--- src/rtl/counter_arb_if.sv ---
// Requester-side bundle for the shared counter-increment arbiter.
// The arbiter takes the slave view; the driving logic takes the master view.
interface counter_arb_if #(
  parameter int N   = 4,
  parameter int IDW = 2,
  parameter int W   = 12
);
  logic [N-1:0]   req;
  logic           hold;
  logic [W-1:0]   limit;
  logic [N-1:0]   ack;
  logic [IDW-1:0] gnt_id;
  logic           inc;
  logic [W-1:0]   count_s;
  logic           at_limit;

  modport master (
    output req, hold, limit,
    input  ack, gnt_id, inc, count_s, at_limit
  );

  modport slave (
    input  req, hold, limit,
    output ack, gnt_id, inc, count_s, at_limit
  );
endinterface

--- src/rtl/counter_arb.sv ---
// Round-robin arbiter feeding one counter increment port.
// Keeps a shadow increment total and stops granting at a limit.
module counter_arb #(
  parameter int N   = 4,
  parameter int IDW = 2,
  parameter int W   = 12
) (
  input  logic          clock,
  input  logic          reset,
  counter_arb_if.slave  bus
);

  logic [N-1:0]   r_ack;
  logic           r_inc;
  logic [IDW-1:0] r_gid;
  logic [IDW-1:0] r_ptr;
  logic [W-1:0]   r_cnt;

  logic [N-1:0]   w_elig;
  logic [N-1:0]   w_onehot;
  logic [IDW:0]   w_idx;
  logic [IDW-1:0] w_win;
  logic [IDW-1:0] w_ptr_nxt;
  logic           w_found;
  logic           w_at_limit;
  logic           w_grant;

  assign w_at_limit = (r_cnt == bus.limit);

  // Search upward from r_ptr; the requester acked this cycle sits out.
  always_comb begin
    w_elig  = bus.req & ~r_ack;
    w_found = 1'b0;
    w_win   = '0;
    w_idx   = '0;
    for (int k = 0; k < N; k++) begin
      w_idx = {1'b0, r_ptr} + (IDW+1)'(k);
      if (w_idx >= (IDW+1)'(N))
        w_idx = w_idx - (IDW+1)'(N);
      if (!w_found && w_elig[w_idx[IDW-1:0]]) begin
        w_found = 1'b1;
        w_win   = w_idx[IDW-1:0];
      end
    end
  end

  assign w_grant   = w_found & ~bus.hold & ~w_at_limit;
  assign w_onehot  = {{(N-1){1'b0}}, 1'b1} << w_win;
  assign w_ptr_nxt = (w_win == IDW'(N-1)) ? '0
                                          : w_win + 1'b1;

  always_ff @(posedge clock) begin
    if (reset) begin
      r_ack <= '0;
      r_inc <= 1'b0;
      r_gid <= '0;
      r_ptr <= '0;
      r_cnt <= '0;
    end else begin
      r_ack <= w_grant ? w_onehot : '0;
      r_inc <= w_grant;
      if (w_grant) begin
        r_gid <= w_win;
        r_ptr <= w_ptr_nxt;
        r_cnt <= r_cnt + 1'b1;
      end
    end
  end

  assign bus.ack      = r_ack;
  assign bus.inc      = r_inc;
  assign bus.gnt_id   = r_gid;
  assign bus.count_s  = r_cnt;
  assign bus.at_limit = w_at_limit;

endmodule
--- src/flat_wrapper.sv ---
// flat-port wrapper written by rule: the top's interface ports become plain ports
module counter_arb_flat 
#(
  parameter int N   = 4,
  parameter int IDW = 2,
  parameter int W   = 12
)
  (clock, reset, bus_req, bus_hold, bus_limit, bus_ack, bus_gnt_id, bus_inc, bus_count_s, bus_at_limit);
  counter_arb_if #(.N(N), .IDW(IDW), .W(W)) bus_i ();
  input  logic clock;
  input  logic reset;
  input wire logic [$bits(bus_i.req)-1:0] bus_req;
  input wire logic [$bits(bus_i.hold)-1:0] bus_hold;
  input wire logic [$bits(bus_i.limit)-1:0] bus_limit;
  output wire logic [$bits(bus_i.ack)-1:0] bus_ack;
  output wire logic [$bits(bus_i.gnt_id)-1:0] bus_gnt_id;
  output wire logic [$bits(bus_i.inc)-1:0] bus_inc;
  output wire logic [$bits(bus_i.count_s)-1:0] bus_count_s;
  output wire logic [$bits(bus_i.at_limit)-1:0] bus_at_limit;
  assign bus_i.req = bus_req;
  assign bus_i.hold = bus_hold;
  assign bus_i.limit = bus_limit;
  assign bus_ack = bus_i.ack;
  assign bus_gnt_id = bus_i.gnt_id;
  assign bus_inc = bus_i.inc;
  assign bus_count_s = bus_i.count_s;
  assign bus_at_limit = bus_i.at_limit;
  counter_arb #(.N(N), .IDW(IDW), .W(W)) u_core (.clock(clock), .reset(reset), .bus(bus_i));
endmodule
--- config.mk ---
export PLATFORM = sky130hd
export DESIGN_NAME = counter_arb_flat
export DESIGN_NICKNAME = d
export VERILOG_FILES = /design/src/rtl/counter_arb_if.sv /design/src/rtl/counter_arb.sv /design/src/flat_wrapper.sv
export SDC_FILE = /design/constraint.sdc
export NUM_CORES = 1
export LEC_CHECK = 0
export CAP_MARGIN = 20
export CORE_MARGIN = 1.5
export CORE_UTILIZATION = 40
export CTS_CLUSTER_SIZE = 16
export DETAILED_ROUTE_END_ITERATION = 10
export GPL_TIMING_DRIVEN = 0
export HOLD_SLACK_MARGIN = 0.03
export PLACE_DENSITY = 0.75
export SYNTH_ARGS = -nofsm -noshare
export SYNTH_HDL_FRONTEND = slang
export SYNTH_SLANG_ARGS = --single-unit
--- constraint.sdc ---
create_clock -name clock -period 1.55 [get_ports clock]
set_input_delay 0.155 -clock clock [delete_from_list [all_inputs] [get_ports clock]]
set_output_delay 0.155 -clock clock [all_outputs]
set_load 0.05 [all_outputs]
-- Word level (Yosys, flattened, before mapping)
Cells that the tools add are included.
- register bits: 21
- output and inout port bits: 20
- bits of input ports: 19
- word-level logic and storage cells: 60
- magnitude comparators: 8
- mux-type cells: 21
- eq/ne operators: 2
- $add $sub $neg: 9
- bitwise operators: 7
- shifts and indexed selects: 1
- reduce and logical (&&, ||, !) cells: 7
- operator list (operator ; number):
    2-bit 2-to-1 mux ; 9
    12-bit by 1-bit adder with 12-bit output (second input constant) ; 1
    12-bit == test ; 1
    2-bit by 3-bit less-than comparator with 1-bit output (second input constant) ; 4
    3-bit greater-or-equal comparator (second input constant) ; 3
    1-bit binary-select mux with 2-bit select ; 4
    1-bit 2-to-1 mux ; 8
    2-bit by 1-bit subtractor with 2-bit output (second input constant) ; 4
    2-bit by 2-bit adder with 3-bit output (second input constant) ; 2
    4-bit bitwise AND ; 1
    4-bit NOT ; 1
    1-bit by 2-bit left shift with 4-bit output (first input constant) ; 1
    2-bit by 1-bit adder with 3-bit output (second input constant) ; 1
    2-bit by 3-bit greater-or-equal comparator with 1-bit output (second input constant) ; 1
    1-bit logical AND ; 3
    1-bit zero test ; 3
    1-bit NOT ; 3
    2-bit by 1-bit adder with 2-bit output (second input constant) ; 1
    1-bit bitwise AND ; 2
    2-bit == test (second input constant) ; 1
    2-bit OR reduction ; 1

-- Depth between registers and ports, before layout
- word-level depth: 18
- mapped depth: 8
- depth with buffers taken out: 6

-- Worst setup path after synthesis
OpenSTA, ideal clock, no wires.
- kind: reg2reg
- from: register u_core.r_cnt[2] (netlist: u_core.bus.count_s[2])
- to: register u_core.r_cnt[10] (netlist: u_core.bus.count_s[10])
- clock period less this slack: 2831 ps
- required time: 1479 ps
- library setup time: 71 ps
- arrival: 2761 ps
- path buffers: 1
- path slack: -1281 ps
- stages on the path, launching flop included: 7
- cell sequence: dfxtp_1 > buf_6 > xnor2_1 > nand4_1 > nor3_1 > o21ai_0 > a21oi_1
- longest elaborated chain between the ends: 3
- elaborated cells between the ends (all ways): 4
- classes of those cells: add/sub (1); eq/ne (1); bitwise (2)
- RTL lines (what ; RTL line ; RTL):
    from (decl) ; counter_arb.sv:17 ; logic [W-1:0] r_cnt;
    from (signal assigned) ; counter_arb.sv:65 ; r_cnt <= r_cnt + 1'b1;
    12-bit == test ; counter_arb.sv:28 ; assign w_at_limit = (r_cnt == bus.limit);
    via bus_at_limit ; flat_wrapper.sv:19 ; output wire logic [$bits(bus_i.at_limit)-1:0] bus_at_limit;
    1-bit NOT ; counter_arb.sv:47 ; assign w_grant = w_found & ~bus.hold & ~w_at_limit;
    1-bit bitwise AND ; counter_arb.sv:47 ;
The timed path passes the listed nets, and every way through them passes these cells.
A chain may end at the register's enable or synchronous reset.

-- Final worst setup path
- from: register u_core.r_cnt[7] (netlist: u_core.bus.count_s[7])
- to: register u_core.r_ptr[1]
- longest elaborated chain between the ends: 3
- RTL lines (what ; RTL line ; RTL):
    12-bit == test ; counter_arb.sv:28 ;
    1-bit NOT ; counter_arb.sv:47 ;
    1-bit bitwise AND ; counter_arb.sv:47 ;
    to (signal assigned) ; counter_arb.sv:64 ; r_ptr <= w_ptr_nxt;
    to (decl) ; counter_arb.sv:16 ; logic [IDW-1:0] r_ptr;
Every way passes these cells.

==> summary.md <==
| Metric | Value |
|---|---|
| P per Cell Area | `around 630 nW/um^2` |
| Die H | `56.3 um` |
| # nets final | `roughly 220` |
| CTS buffer count | `3` |
| Hold path depth | `2` |
| Static leakage | `0.914 nW` |
| Reg2reg start | `u_core.bus.count_s[7]` |
| Layout Cells excl Fill | `around 230` |
| Highest Signal Layer | `met4` |
| Final setup fails | `22` |
| Register-to-Register Setup Slack | `-0.32 ns` |
| Clock Tree Root | `clkbuf_4` |
| Row Count | `19` |
| Crit path DAT | `2.06 ns` |
| Placed Instance Area | `1640 um^2` |
| M1 WL | `roughly 1.7 mm` |
| Latest clock arrival within the worst-skew pair | `0.31 ns` |
| Final period util | `1.21` |
| DRC | `0` |
| Critical path type | `register to register` |
| Share of layout cells above drive strength 1 | `0.527` |
| MaxCap Viol Count | `0` |
| Failing checks | `negative setup slack` |
| Sw Ratio | `0.338` |
| Yosys cell types | `34` |
| R2R depth | `8` |
| Commonest non-fill, non-tap cell in the layout | `buf_4` |
| Max rail drop VDD | `0.624 mV` |
| Synth Flop Type | `dfxtp_1` |
| Crit Reg-Reg Endpoint | `u_core.r_ptr[1]` |
| GRT Overall Usage | `0.228` |
| Area leader, netlist | `dfxtp_1` |
| Clk buf depth | `2` |
| Fillers | `174` |
| First-pass GRT wire length | `5.69 mm` |
| Setup ws final | `-0.323 ns` |
| Avg WL per Cell | `18.3 um` |
| EDFF count, synth | `0` |
| Worst Hold Launch | `reset` |
| Most used cell, CP | `buf_6` |
| Most frequent cells in the layout | `29 x buf_4, 18 x dlygate4sd2_1, 17 x clkdlybuf4s50_1` |
| Drt first pass iters | `4` |
| Via Count | `roughly 1300` |
| Crit path cell chain | `xnor2_2, nand4_1, buf_6, o31ai_4, buf_6, buf_12, mux2i_1, nor2_1` |
| Peak Freq | `between 500 and 600 MHz` |
| Met3 wire length | `between 200 and 250 um` |
| Sequential Power Share | `0.432` |
| Worst hold path type | `primary input to register` |
| Worst Path Required | `between 1.5 and 2 ns` |
| Int Power | `0.000897 W` |
| Mapped Cells | `approximately 130` |
| GRT overflow | `0` |
| Yosys reg bits | `21` |
| CTS H-tree depth | `1` |
| Post-CTS Hold Buffers | `0` |
| Fin area | `around 2200 um^2` |
| DR WL met2 | `around 2.2 mm` |
| Mapped Avg Cell Area | `between 9 and 10 um^2` |
| Final Hold Viols | `0` |
| CP max stage cell | `dfxtp_4` |
| Critical-path maximum fanout | `6` |
| Sw Pwr | `between 0.0004 and 0.0005 W` |
| Placed Cells | `193` |
| Slew @ Worst Pin | `~0.56 ns` |
| Synth async-reset ratio | `0` |
| Crit path launch type | `register` |
| RSZ-0062 raised after global routing | `true` |
| Clk slew on worst S/H paths | `roughly 0.12 ns` |
| Vias in the first global route | `approximately 1200` |
| Critical path's largest stage delay | `between 0.3 and 0.4 ns` |
| Largest net degree at the start of global routing | `12` |
| Die width | `56.3 um` |
| Top post-synthesis cells by area | `dfxtp_1 37%, xnor2_1 9.3%, or3_1 6.1%, a21oi_1 4.9%, mux2i_1 3.5%` |
| Endpoint of the worst hold path | `u_core.bus.count_s[3]` |
| Tot Pwr | `0.00135 W` |
| DP HPWL | `2.15 mm` |
| Seq/Total Area, Yosys | `0.370` |
| Number of routed nets with antenna violations | `0` |
| Layout area overhead | `90.4%` |
| Slew Limit Fails | `0` |
| Post-Syn Area | `between 1000 and 1500 um^2` |
| Total wire length | `4.24 mm` |
| Antenna violations before repair | `0` |
| Clock group share of total power | `0.205` |
| Vias/cell | `approximately 5.7` |
| Core ar. | `around 2700 um^2` |
| Critical path capture point type | `register` |
| IO buf count | `37` |
| Die area | `~3200 um^2` |
| Logic pwr share | `0.363` |
| Num ports | `39` |
| Starting Density | `0.415` |
| Routability cong. | `around 0.80` |
| Worst clock skew | `between 0.007 and 0.008 ns` |
| Yosys warnings | `0` |
| Initial DRC count | `48` |
| CTS tree | `yes` |
| Minimum clock period after layout | `roughly 1.9 ns` |
| Status | `finished with violations` |
| Clk sink count | `21` |
| Slew margin rel. | `0.625` |
| Net Count, Synth | `roughly 150` |
| Post-synth top area share | `0.370` |
| Ant diodes | `0` |
logic make-up (layout without fill, tap and decap cells):
group,Yosys count,in the layout,synth area share
buffers and inverters,8,84,0.0540
AO/OA/AOI/OAI,30,30,0.176
multiplexers,4,4,0.0353
adder cells (fa/ha/maj),2,2,0.0220
XOR/XNOR,13,13,0.100
flip-flops,21,21,0.370
AND/OR/NAND/NOR,47,47,0.241
worst max path at each step:
stage | endpoint | start
after detailed placement | bus_at_limit | bus_limit[0]
final | u_core.r_ptr[1] | u_core.bus.count_s[7]
after floorplan | u_core.bus.gnt_id[0] | u_core.bus.count_s[5]
after global routing | u_core.r_ptr[1] | u_core.bus.count_s[7]
after global placement | bus_at_limit | bus_limit[9]
after CTS | bus_at_limit | u_core.bus.count_s[2]
power groups by stage:
stage	clock, W	combinational, W	sequential (W)
2_1_floorplan	0	0.000155	0.000653
3_3_place_gp	0	0.000333	0.000590
3_5_place_dp	0	0.000339	0.000591
4_1_cts	0.000278	0.000389	0.000579
5_1_grt	0.000312	0.000521	0.000590
6_report	0.000277	0.000492	0.000585
sequential cells by signal, indices dropped and copies added, names as in the netlist:
signal and flops:
u_core.bus.count_s 12, u_core.bus.inc 1, u_core.bus.ack 4, u_core.r_ptr 2, u_core.bus.gnt_id 2
metrics by stage:
step,TNS (ns),worst slack (ns),utilization,hold slack [ns]
after floorplan,-2.25,-0.216,-,0.432
after global placement,-9.23,-0.732,0.599,0.482
after detailed placement,-9.75,-0.778,0.599,0.492
after CTS,-3.70,-0.276,0.701,0.193
after global routing,-6.32,-0.426,0.790,0.251
final,-4.40,-0.323,0.790,0.222
what timing repair did:
action                     CTS  global route
setup endpoints to repair   41            22
pin swaps                   25            28
hold endpoints to repair     0             0
buffers inserted            19            16
resized for setup           55            28
cloned                       1             0
worst max-delay path, delay by kind of cell, from the launching register on:
family / cells / cell delay [ns]
xor+xnor: 1 / 0.14
mux: 1 / 0.20
simple gates: 2 / 0.19
flops: 1 / 0.38
compound gates: 1 / 0.34
buf+inv: 3 / 0.48
synthesized netlist by cell type, types with 2 or more instances:
cell type and instances:
inv_1 3, xnor2_1 12, nand3_1 4, nand2_1 4, nand4_1 6, and3_1 2, o21ai_1 2, nor2b_1 3
dfxtp_1 21, nor3b_1 2, ha_1 2, or3_1 11, nor2_1 5, o21ai_0 8, buf_6 2, a22oi_1 2
o221ai_1 2, mux2i_1 4, nand2b_1 4, a21oi_1 11, nor3_1 2
per-layer routing:
| layer | GRT usage | vias up |
|---|---|---|
| met5 | 0 | - |
| met4 | 0.0544 | 0 |
| met3 | 0.0369 | 10 |
| met2 | 0.398 | 48 |
| met1 | 0.293 | 646 |
| li1 | - | 618 |
area by class of cell:
class	count	area [um^2]	share of cell area
plain buffers	4	38.8	0.0180
inverters	3	11.3	0.00521
flip-flops and latches	21	474	0.219
repair buffers	73	662	0.306
clock buffers	4	26.3	0.0122
well taps	31	38.8	0.0180
multi-input cells	96	910	0.421
No activity file was read; power rests on OpenSTA's default activity.
==> variant 1: new RTL, config.mk and constraints unchanged <==
`N` is set to 4 in 3 places; all go to 3.
--- a/src/rtl/counter_arb_if.sv
+++ b/src/rtl/counter_arb_if.sv
@@ -3,3 +3,3 @@
 interface counter_arb_if #(
-  parameter int N   = 4,
+  parameter int N   = 3,
   parameter int IDW = 2,
--- a/src/rtl/counter_arb.sv
+++ b/src/rtl/counter_arb.sv
@@ -3,3 +3,3 @@
 module counter_arb #(
-  parameter int N   = 4,
+  parameter int N   = 3,
   parameter int IDW = 2,
--- a/src/flat_wrapper.sv
+++ b/src/flat_wrapper.sv
@@ -3,3 +3,3 @@
 #(
-  parameter int N   = 4,
+  parameter int N   = 3,
   parameter int IDW = 2,
Interface: changed (resized bus_ack and bus_req); port bits go from 39 to 37. The function was not compared with the original's and may differ.
==> variant 1 against the unedited design <==
The flow still finishes with violations (setup timing); synthesized area grew 21%; sequential cell count shrank 1; maximum frequency shrank 24%; critical endpoint is now u_core.bus.count_s[10]$_SDFFE_PP0P_; critical path type unchanged; synthesized cell count grew 20%; worst setup slack lost 0.60 ns; critical path depth grew 1; wire length grew 15%; final area grew 8.9%.
Power is not compared: it rests on default switching activity, and its combinational part moved more than twofold at a synthesized area within 25%.
==> variant 1: results (changes against the unedited design) <==
Yosys
  – Mux cell area share after synthesis: 1.91% (-1.6 points)
  – Post-synthesis xor/xnor area fraction: 7.66% (-2.4 points)
  – Commonest cells in the netlist: dfxtp_1, a21oi_1, xnor2_1
  – Adder-cell share of the synthesized area: 3.65% (+1.4 points)
  – Mean Syn Cell Area: 9.15 µm² (+0.79%)
  – Post-synthesis compound-gate area fraction: 20.1% (+2.4 points)
  – Seq/Total Area, Yosys: 29.2% (-7.9 points)
  – Main area contributors after synthesis: dfxtp_1, xnor2_1, a21oi_1
  – Syn_nets: 172 (+18%)

Run status
  – Status: finished, violations left
  – Failing checks: setup timing

Routing
  – Iter 0 DRT Violations: 67 (+40%)
  – Drt wl/cell: 18.7 µm (+2.3%)
  – Met3 routed WL: 238 µm (+15%)
  – Metal-1 WL: 1730 µm (+1.1%)

Worst setup path
  – Delay of the slowest cell on the worst path: 0.46 ns (+0.08 ns)
  – CP Data Arrival Time: 2.67 ns (+0.61 ns)
  – Largest delay share family, worst path: simple AND/OR/NAND/NOR gates
  – Crit path max fanout: 5 (-1)
  – R2R depth: 9 (+1)

STA
  – Worst clock skew: 0.00940 ns (+0.00198 ns)
  – Setup TNS: -16.75 ns (-12.35 ns)
  – Fmax: 405 MHz (-24%)
  – Final-report setup violation count: 21 (-4.5%)
  – Final Worst Setup Slack: -0.918 ns (-0.596 ns)

Placement
  – DP HPWL: 2770 µm (+29%)
  – Placed cells: 232 (+20%)
  – Post-Place Cell Area: 1870 µm² (+14%)
  – Post-Place Setup Slack: -1.03 ns (-0.254 ns)
  – PortBufs: 36 (-2.7%)

Global route
  – GR Util met1: 25.6% (-3.7 points)
  – Vias in the first global route: 1479 (+20%)
  – Met2 Usage GRT: 46.2% (+6.3 points)
  – First-pass GRT wire length: 6640 µm (+17%)
  – Met3 usage: 2.94% (-0.75 points)
  – Largest net degree at the start of global routing: 13 (+1)
  – GRT Total Usage: 23.4% (+0.66 points)

Worst hold path
  – Hold crit path type: flip-flop to flip-flop

Clocking
  – Max Root-Sink Buffers: 2 (unchanged)
  – Post-CTS Setup Bufs: 13 (-6)
  – # resized after CTS: 44 (-20%)

Layout
  – Fin nets: 237 (+6.3%)
  – Fin cells: 260 (+12%)
  – Share of cells above drive strength 1: 44.4% (-8.3 points)
[variant 1: layout make-up]
| cell class | instances | area, µm² |
|---|---|---|
| plain buffers | 6 | 45.0 |
| clock buffers | 3 | 22.5 |
| clock inverters | 1 | 30.0 |
| fillers | 265 | 958 |
| inverters | 5 | 21.3 |
| multi-input cells | 117 | 1150 |
| flip-flops and latches | 20 | 447 |
| well taps | 46 | 57.6 |
| repair buffers | 62 | 576 |
[variant 1: worst paths after layout]
path	endpoint	slack, ns	startpoint
max	u_core.bus.count_s[10]$_SDFFE_PP0P_	-0.92	u_core.r_ptr[0]$_SDFFE_PP0P_
min reg2reg	u_core.bus.gnt_id[1]$_SDFFE_PP0P_	0.48	u_core.bus.gnt_id[1]$_SDFFE_PP0P_
min	u_core.bus.gnt_id[1]$_SDFFE_PP0P_	0.48	u_core.bus.gnt_id[1]$_SDFFE_PP0P_
max reg2reg	u_core.bus.count_s[10]$_SDFFE_PP0P_	-0.92	u_core.r_ptr[0]$_SDFFE_PP0P_
==> variant 2: new RTL, config.mk and constraints unchanged <==
Without the edit above. Make the reset (`reset`) asynchronous in one clocked block.
--- a/src/rtl/counter_arb.sv
+++ b/src/rtl/counter_arb.sv
@@ -51,3 +51,3 @@
 
-  always_ff @(posedge clock) begin
+  always_ff @(posedge clock or posedge reset) begin
     if (reset) begin
Check against the original RTL: differs if reset is asserted again (counterexample within 4 cycles, from zero or initial values and one cycle with reset high); with reset held inactive, the same outputs for 10 cycles.
==> variant 2 against the unedited design <==
Critical path type unchanged; global-route usage is 2.0 points lower; count of clock-buffer cells in the layout unchanged; final area fell by 7.1%; sequential share of layout area rose by 5.3 points; maximum frequency is 8.8% higher; die area up 3.1%; wire length shrank 27%; final cell count shrank 13%; the flow still finishes with violations (setup timing); worst setup slack improved by 0.15 ns; synthesized area grew 3.3%; sequential cell count did not move; critical endpoint is now u_core.bus.count_s[10]$_DFFE_PP0P_.
Power is not compared: it rests on default switching activity, and its combinational part moved more than twofold at a synthesized area within 25%.
==> variant 2: results (changes against the unedited design) <==
Run status
  – Status: finished, violations left
  – Failing checks: setup timing

STA
  – Least-Margin Pin Slew: 0.800 ns (+0.238 ns)
  – Max Slew Vio Count: 0 (unchanged)
  – Final-report setup violation count: 20 (-9.1%)
  – Final Worst Setup Slack: -0.171 ns (+0.151 ns)
  – Worst clock skew: 0.00727 ns (-0.000143 ns)

Worst setup path
  – Worst r2r src: u_core.bus.ack[1]$_DFF_PP0_
  – R2R depth: 6 (-2)
  – Crit-path slowest cell: dfrtp_2
  – Delay of the slowest cell on the worst path: 0.42 ns (+0.04 ns)
  – Reg2Reg Capture Point: u_core.bus.count_s[10]$_DFFE_PP0P_
  – Crit path max fanout: 7 (+1)
  – CP Data Arrival Time: 1.94 ns (-0.12 ns)

Layout
  – Fin cells: 201 (-13%)
  – Fin nets: 191 (-14%)
  – ANT cells: 0 (unchanged)
  – Fill cell count: 201 (+16%)
  – Share of cells above drive strength 1: 48.8% (-3.9 points)

Routing
  – Routed WL: 3120 µm (-27%)
  – Iter 0 DRT Violations: 19 (-60%)
  – Via-to-Cell Ratio: 5.19 (-8.8%)
  – DRC viols: 0 (unchanged)
  – Drt first pass iters: 4 (unchanged)

Yosys
  – Mux cell area share after synthesis: 2.88% (-0.65 points)
  – Main area contributors after synthesis: dfrtp_1, xnor2_1, xor2_1
  – Asr flop ratio synth: 100% (+100 points)
  – Main synth FF type: dfrtp_1
  – Post-synth EDFFs: 0 (unchanged)
  – Post-synthesis compound-gate area fraction: 8.96% (-8.7 points)
  – Commonest cells in the netlist: dfrtp_1, xnor2_1, inv_1, nor3_1, xor2_1
  – Synth cell types: 36 (+5.9%)
  – Syn_nets: 128 (-12%)
  – Seq/Total Area, Yosys: 44.8% (+7.8 points)
  – Post-synthesis xor/xnor area fraction: 17.2% (+7.1 points)
  – Cells after synthesis: 108 (-14%)
  – Adder-cell share of the synthesized area: 1.07% (-1.1 points)

Clocking
  – CTS buffer count: 3 (unchanged)
  – H-tree depth: 1 (unchanged)
  – Reg clk slew, reported paths: 0.12 ns (about the same)
  – Max Root-Sink Buffers: 2 (unchanged)

Placement
  – Placed cells: 177 (-8.3%)
  – Post-Place Cell Area: 1670 µm² (+2.1%)
  – DP HPWL: 1970 µm (-8.3%)
  – PortBufs: 38 (+2.7%)
  – GP Congestion: 0.868 (+8.0%)

Global route
  – Initial antenna violation count: 0 (unchanged)
  – GRT Total Usage: 20.7% (-2.0 points)
  – First-pass GRT wire length: 5270 µm (-7.3%)
  – Vias in the first global route: 1136 (-7.5%)
  – Largest net degree at the start of global routing: 22 (+10)

Pwr
  – P_leak: approximately 0.87 nW
  – VDD IR max: 1410 µV

Worst hold path
  – Hold crit path type: input port to async pin
-- variant 2: cells by family (layout without fill, tap and decap cells) --
group / count (synthesis) / in the layout
simple gates: 39 / 39
buf+inv: 9 / 71
fa+ha+maj: 1 / 1
xor+xnor: 23 / 23
flops: 21 / 21
compound gates: 12 / 12
mux: 3 / 3
-- variant 2: per-stage QoR --
| stage | worst slack (ns) | setup TNS (ns) | utilization, % | hold WS, ns |
|---|---|---|---|---|
| after detailed placement | -0.659 | -6.41 | 60.7 | 0.471 |
| final | -0.171 | -2.13 | 72.8 | 0.287 |
| after floorplan | -0.206 | -1.74 | - | 0.130 |
| after CTS | -0.137 | -1.71 | 69.6 | 0.310 |
| after global placement | -0.630 | -5.57 | 60.7 | 0.466 |
| after global routing | -0.250 | -3.99 | 72.8 | 0.356 |
-- variant 2: worst max path at each step --
stage / start / to / slack, ns
floorplan: u_core.bus.count_s[3]$_DFFE_PP0P_ / u_core.bus.count_s[1]$_DFFE_PP0P_ / -0.21
global placement: bus_limit[0] / bus_at_limit / -0.63
detailed placement: bus_limit[0] / bus_at_limit / -0.66
CTS: u_core.bus.count_s[11]$_DFFE_PP0P_ / bus_at_limit / -0.14
global route: u_core.bus.ack[3]$_DFF_PP0_ / u_core.bus.count_s[10]$_DFFE_PP0P_ / -0.25
finish: u_core.bus.ack[1]$_DFF_PP0_ / u_core.bus.count_s[10]$_DFFE_PP0P_ / -0.17
-- variant 2: worst max-delay path: cells and delay by family (launching register included) --
| family | cells | cell delay [ns] |
|---|---|---|
| compound gates | 2 | 0.36 |
| xor+xnor | 1 | 0.19 |
| buf+inv | 1 | 0.16 |
| flops | 1 | 0.42 |
| simple gates | 2 | 0.51 |
-- variant 2: metal layers --
layer  GRT usage (%)  part of all wire [%]
met5               0                     0
met3            2.95                   4.8
met4            7.97                   1.5
met2            36.6                    53
met1            25.6                    40
-- variant 2: final cells by class --
class	instances	share of cell area, %
multi-input combinational	78	40.2
inverter	7	1.31
buffer	2	1.31
sequential	21	27.2
clock buffer	4	1.31
timing repair buffer	58	26.7
tap	31	1.93
-- variant 2: power by group --
part / switching [mW] / internal, mW / leakage (nW) / total, mW
combinational: 1.33 / 0.943 / 0.618 / 2.27
clock: 0.164 / 0.100 / 0.0150 / 0.264
sequential: 0.189 / 0.773 / 0.236 / 0.961
total: 1.68 / 1.82 / 0.869 / 3.49
-- variant 2: what timing repair did --
action | in CTS | in global routing
gates resized for setup | 48 | 15
buffers inserted | 14 | 6
pin swaps | 19 | 9
cloned | 0 | 0
endpoints found under the setup margin | 41 | 28
